**src/rtl/stream_bit_packer_pkg.sv**
```systemverilog
// Shared types and helpers for the stream bit packer.
//   state_t     : packer FSM states (IDLE accepts fields, FLUSH drains)
//   calc_len_w  : width of the field-length port for a given max field width
//   calc_cnt_w  : width of the fill counter for given field/word widths
//   mask        : (1<<l)-1, returned MAX_IN_W wide; callers truncate to IN_W
package stream_bit_packer_pkg;

  typedef enum logic {
    IDLE  = 1'b0,
    FLUSH = 1'b1
  } state_t;

  localparam int MAX_IN_W = 64;

  function automatic int calc_len_w(input int in_w);
    return $clog2(in_w + 1);
  endfunction

  function automatic int calc_cnt_w(input int in_w, input int out_w);
    return $clog2(out_w + in_w);
  endfunction

  function automatic logic [MAX_IN_W-1:0] mask(input int l);
    logic [MAX_IN_W-1:0] m;
    m = '0;
    for (int i = 0; i < MAX_IN_W; i++) begin
      if (i < l) m[i] = 1'b1;
    end
    return m;
  endfunction

endpackage

```
**src/rtl/bit_field_mask.sv**
```systemverilog
// Length clamp and field mask generation.
//   i_len  : requested field length (any value representable in LEN_W)
//   o_len  : length clamped to IN_W
//   o_mask : low o_len bits set, IN_W wide
module bit_field_mask
  import stream_bit_packer_pkg::*;
#(
  parameter int IN_W  = 8,
  parameter int LEN_W = calc_len_w(IN_W)
) (
  input  logic [LEN_W-1:0] i_len,
  output logic [LEN_W-1:0] o_len,
  output logic [IN_W-1:0]  o_mask
);

  localparam logic [LEN_W-1:0] MAX_LEN = LEN_W'(IN_W);

  logic [LEN_W-1:0] w_len;

  assign w_len  = (i_len > MAX_LEN) ? MAX_LEN : i_len;
  assign o_len  = w_len;
  assign o_mask = IN_W'(mask(int'(w_len)));

endmodule

```
**src/rtl/stream_bit_packer.sv**
```systemverilog
// Packs variable-length bit fields MSB-first into OUT_W-bit words.
//   clk, rst_n      : clock, asynchronous active-low reset
//   i_in_valid      : field present        o_in_ready : field accepted this cycle
//   i_in_data       : right-aligned field  i_in_len   : field length (0 = no-op)
//   i_flush         : drain request pulse (honoured in IDLE only)
//   o_out_valid     : word available       i_out_ready: consumer accepts word
//   o_out_data      : packed word, oldest bit at MSB
//   o_out_bits      : valid bits in o_out_data
//   o_out_last      : final (partial) word of a flush
module stream_bit_packer
  import stream_bit_packer_pkg::*;
#(
  parameter int IN_W  = 8,
  parameter int OUT_W = 32,
  parameter int LEN_W = calc_len_w(IN_W),
  parameter int CNT_W = calc_cnt_w(IN_W, OUT_W)
) (
  input  logic             clk,
  input  logic             rst_n,
  input  logic             i_in_valid,
  output logic             o_in_ready,
  input  logic [IN_W-1:0]  i_in_data,
  input  logic [LEN_W-1:0] i_in_len,
  input  logic             i_flush,
  output logic             o_out_valid,
  input  logic             i_out_ready,
  output logic [OUT_W-1:0] o_out_data,
  output logic [CNT_W-1:0] o_out_bits,
  output logic             o_out_last
);

  localparam int               ACC_W   = OUT_W + IN_W;
  localparam logic [CNT_W-1:0] OUT_W_C = CNT_W'(OUT_W);

  state_t           r_state;
  state_t           w_state_nxt;
  logic [ACC_W-1:0] r_acc;
  logic [CNT_W-1:0] r_cnt;

  logic [LEN_W-1:0] w_len;
  logic [IN_W-1:0]  w_mask;
  logic             w_full;
  logic             w_partial;
  logic             w_in_fire;
  logic             w_out_fire;

  bit_field_mask #(
    .IN_W  (IN_W),
    .LEN_W (LEN_W)
  ) u_mask (
    .i_len  (i_in_len),
    .o_len  (w_len),
    .o_mask (w_mask)
  );

  assign w_full      = (r_cnt >= OUT_W_C);
  assign w_partial   = (r_state == FLUSH) && !w_full && (r_cnt != '0);
  assign o_in_ready  = (r_state == IDLE) && !w_full;
  assign o_out_valid = w_full || w_partial;
  assign w_in_fire   = i_in_valid && o_in_ready;
  assign w_out_fire  = o_out_valid && i_out_ready;

  // Bits above r_cnt in r_acc are stale; both alignments shift them out of
  // the OUT_W window, so no clearing is needed after a full-word drain.
  always_comb begin
    o_out_data = '0;
    o_out_bits = '0;
    o_out_last = 1'b0;
    if (w_full) begin
      o_out_data = OUT_W'(r_acc >> (r_cnt - OUT_W_C));
      o_out_bits = OUT_W_C;
    end else if (w_partial) begin
      o_out_data = OUT_W'(r_acc << (OUT_W_C - r_cnt));
      o_out_bits = r_cnt;
      o_out_last = 1'b1;
    end
  end

  always_comb begin
    w_state_nxt = r_state;
    case (r_state)
      IDLE:    if (i_flush) w_state_nxt = FLUSH;
      FLUSH: begin
        if (w_partial && i_out_ready) w_state_nxt = IDLE;
        else if (r_cnt == '0)         w_state_nxt = IDLE;
      end
      default: w_state_nxt = IDLE;
    endcase
  end

  always_ff @(posedge clk or negedge rst_n) begin
    if (!rst_n) r_state <= IDLE;
    else        r_state <= w_state_nxt;
  end

  // in_fire needs cnt<OUT_W and out_fire needs cnt>=OUT_W or FLUSH, so the
  // two never coincide and a single priority chain covers the datapath.
  always_ff @(posedge clk or negedge rst_n) begin
    if (!rst_n) begin
      r_acc <= '0;
      r_cnt <= '0;
    end else if (w_in_fire) begin
      r_acc <= (r_acc << w_len) | {{OUT_W{1'b0}}, (i_in_data & w_mask)};
      r_cnt <= r_cnt + CNT_W'(w_len);
    end else if (w_out_fire) begin
      if (w_full) begin
        r_cnt <= r_cnt - OUT_W_C;
      end else begin
        r_cnt <= '0;
        r_acc <= '0;
      end
    end
  end

endmodule

```
**config.mk**
```make
export PLATFORM = sky130hd
export DESIGN_NAME = stream_bit_packer
export DESIGN_NICKNAME = d
export VERILOG_FILES = /design/src/rtl/stream_bit_packer_pkg.sv /design/src/rtl/bit_field_mask.sv /design/src/rtl/stream_bit_packer.sv
export SDC_FILE = /design/constraint.sdc
export NUM_CORES = 1
export LEC_CHECK = 0
export CORE_MARGIN = 10
export CORE_UTILIZATION = 30
export DETAILED_ROUTE_END_ITERATION = 12
export GPL_ROUTABILITY_DRIVEN = 0
export SYNTH_ARGS = -nofsm -noshare
export SYNTH_HDL_FRONTEND = slang
export SYNTH_SLANG_ARGS = --single-unit
```
**constraint.sdc**
```tcl
create_clock -name clk -period 5.9 [get_ports clk]
set_input_delay 1.18 -clock clk [delete_from_list [all_inputs] [get_ports clk]]
set_output_delay 1.18 -clock clk [all_outputs]
set_load 0.01 [all_outputs]
```
==> parameters.txt <==
Parameter                              Value

Run status
  Status ... complete, no violations

Pwr
  Reported leakage power ... about 0.0032 uW
  Total power draw ... 4587 uW
  Worst-case vdd ir drop ... 0.0002024 V
  Power density normalized to cell area ... around 530 mW/mm^2

Yosys
  Combined area of all synthesized cells ... about 0.0078 mm^2
  Prevailing post-synth register cell ... dfrtp_1
  Flops & latches, synth ... 47
  Post-Syn Area per Cell ... 9.224 um^2
  Net count of the mapped netlist ... between 800 and 900
  Async set or reset register ratio after synthesis ... 100.0%
  Syn. warnings ... 0
  Distinct cell type count of the synthesized netlist ... 64
  Number of synthesized flops with an enable pin ... 0
  Number of instances in the synthesized netlist ... 844
  Sequential share of the synthesized area ... between 10% and 20%

Run
  Max-cap violations ... 0

Critical path
  Crit. End Element ... primary output
  Largest fanout of any net on the critical path ... 31
  Critical path type ... reg2out
  Critical path's most frequent cell ... mux2i_1
  Arrival time of the worst setup path ... between 4 and 5 ns
  Reg2reg setup slack ... approximately 2.7 ns
  Required time of the critical path ... about 4.7 ns
  Critical Path Stages ... 8
  Capture point of the worst reg-to-reg path ... r_acc[39]
  Critical path capture point ... o_out_data[31]
  Startpoint Class ... flip-flop
  Cell family contributing the most delay on the critical path ... multiplexers
  Worst path max stage delay ... roughly 0.86 ns
  Cells along the critical path ... clkinv_1 > ha_2 > mux2i_1 > mux2_2 > mux2i_1 > o21ai_0 > o211ai_1 > clkdlybuf4s50_1
  R2r worst-path depth ... 7
  Cell type of the slowest stage on the worst timing path ... ha_2
  Critical path buffer and inverter count ... 2
  Worst reg2reg startpoint ... r_cnt[0]
  Beginning of the critical path ... r_cnt[0]

Timing
  Highest clock frequency the design can meet ... 191.0 MHz
  Setup skew after layout ... approximately 0.008 ns
  RSZ-0062 raised after global routing ... no
  Final setup violation count ... 0
  WHS ... roughly 0.51 ns
  Ratio of final minimum period to clock period ... between 80% and 90%
  Number of pins with negative max-slew slack in the final report ... 0
  Worst relative slew slack ... 36.60%
  Time the worst path needs with I/O delays and setup ... between 5 and 6 ns
  Post-route setup TNS ... 0 ns
  Transition time of the tightest slew-check pin ... about 0.95 ns
  Final hold vios ... 0

Global routing
  Total congestion overflow after global routing ... 0
  Vias in the first global route ... around 7000
  Largest net degree at the start of global routing ... 51
  Number of antenna violations at the first check in global routing ... 1
  Overall Global Routing Usage ... 15.77%
  First-pass GRT wire length ... 42630 um

Place
  Detailed Place HPWL ... 19640 um
  PortBufs ... between 50 and 60
  Placed insts ... around 1100

Clock network
  Cts hold-fix bufs ... 0
  CTS-repair resized insts ... 0
  Post-CTS clock slew at the launch and capture registers of the worst setup and hold paths ... about 0.07 ns
  TritonCTS clock tree ... built
  CTS Buf Count ... 5
  Clock tree root buffer cell ... clkbuf_16
  Clock buffer depth ... 2
  Num Clock Sinks ... 47
  # Post-CTS Setup Buffers ... 0
  Clk_lat worst skew ... 0.30 ns
  Level count of the clock H-tree ... 2

Layout
  Area added between synthesis and finish ... 10.17%
  Diodes inserted ... 0
  Share of cells above drive strength 1 ... 19.88%
  Number of nets in the layout ... around 840
  Count of non-filler cells in the finished layout ... about 1200

Route
  Per-cell routed wire length ... approximately 24 um
  Avg Vias per Cell ... 6.406
  Remaining antenna violation count ... 0
  Drt drc ... 0
  First drt pass iteration count ... 6
  Total vias in the final route ... between 7000 and 8000
  Starting DRC count in detailed routing ... about 1100
  Detailed Route WL ... between 20000 and 30000 um

Die
  Floorplan Core Area ... 0.02533 mm^2
  Chip Width ... between 150 and 200 um
  Initial core utilization ... 30.74%
  Vert. Die Dim ... between 150 and 200 um
  Number of placement rows ... between 50 and 60
  I/O Pins ... 58
  Die area ... about 0.033 mm^2

Worst hold path
  Hold/Removal Path Class ... reg2reg
registers in the layout, indices dropped and copies added, names as in the netlist:
register	flops
r_state	1
r_cnt	6
r_acc	40
cell type report:
class | instances | area (um^2)
Tap cell | 330 | 412.9
Timing Repair Buffer | 84 | 758.2
Sequential cell | 47 | 1180
Fill cell | 2562 | 16750
Inverter | 11 | 41.29
Clock buffer | 7 | 142.6
Multi-Input combinational cell | 670 | 6037
Clock inverter | 1 | 5.005
stage by stage:
stage	area, um^2	setup WS (ns)	util, %
after detailed placement	8429	1.049	33.28
after global placement	8429	1.077	33.28
final	8577	0.6649	33.87
after CTS	8577	0.7226	33.87
after global routing	8577	0.4076	33.87
after floorplan	7785	1.619	-
metal layers:
metal | global-route usage, % | up-vias | wire length [um]
li1 | - | 3220 | -
met1 | 21.95 | 3646 | 11580
met2 | 24.49 | 437 | 12260
met3 | 1.938 | 62 | 2272
met4 | 5.630 | 2 | 944
met5 | 0 | - | 9
cell families (layout without fill, tap and decap cells):
family	after synthesis	after routing	synth area share [%]
simple gates	230	230	13.08
buf+inv	127	103	7.715
fa+ha+maj	6	6	0.9322
flops	47	47	15.11
compound gates	215	215	19.24
mux	213	213	43.01
xor+xnor	6	6	0.9161
worst register-to-register path: stages (launching register included):
cell	delay, ns
dfrtp_4	0.65
clkinv_1	0.17
ha_2	0.28
nor4b_2	0.21
nor3_1	0.70
nand2_1	0.60
a31oi_1	0.33
o31ai_1	0.09
how the worst min path moves through the flow:
| stage | start | end | slack, ns | cells past startpoint |
|---|---|---|---|---|
| after floorplan | r_state | r_state | 0.48 | 1 |
| after global placement | r_state | r_state | 0.50 | 1 |
| final | r_state | r_state | 0.51 | 1 |
| after global routing | r_state | r_state | 0.55 | 1 |
| after detailed placement | r_state | r_state | 0.50 | 1 |
| after CTS | r_state | r_state | 0.51 | 1 |
layout by cell type (no fill, tap or decap), types with 4 or more instances in the layout:
master / n
a22oi_1: 8
o21ai_0: 65
nor2b_1: 6
o22ai_1: 7
mux4_2: 87
and2_1: 5
o221ai_1: 10
a31oi_1: 6
o31ai_1: 6
nor3_1: 12
nand2_1: 118
a22o_1: 38
nand3_1: 30
nand2b_1: 4
a221o_1: 5
mux2i_1: 96
buf_4: 27
mux2_2: 23
a21oi_1: 18
nor2_1: 37
and3_1: 5
clkdlybuf4s50_1: 54
xnor2_1: 4
a211o_1: 7
o21a_1: 4
o211ai_1: 13
inv_1: 7
dfrtp_1: 46
clkbuf_16: 5
mux4_1: 5
ha_1: 4
cells in the mapped netlist, drive strengths merged, types with 3 or more instances:
cell | count | share of area (%)
xnor2 | 5 | 0.56
o221ai | 10 | 1.1
mux2 | 24 | 3.5
nor4 | 3 | 0.24
nand2 | 118 | 5.7
a22o | 38 | 4.3
and2 | 5 | 0.40
buf | 52 | 4.1
nand2b | 4 | 0.32
o22ai | 7 | 0.56
o21a | 4 | 0.39
nor2b | 8 | 0.64
and3 | 5 | 0.40
o31ai | 6 | 0.58
clkbuf | 64 | 3.1
a32oi | 3 | 0.34
a31oi | 6 | 0.48
mux4 | 92 | 27
nor3 | 13 | 0.90
inv | 9 | 0.43
o21ai | 66 | 4.2
nand3 | 30 | 1.9
mux2i | 97 | 13
a211o | 7 | 0.79
a211oi | 3 | 0.29
a22oi | 8 | 0.77
ha | 5 | 0.80
o211ai | 13 | 1.3
dfrtp | 47 | 15
nor2 | 37 | 1.8
a221o | 5 | 0.64
a21oi | 19 | 1.2
report_power, final:
part	internal [uW]	switching [uW]	total, uW
Sequential	434	430	864
Combinational	1510	1910	3430
Clock	168	127	295
Note: power is estimated with default switching activity, not from simulation.
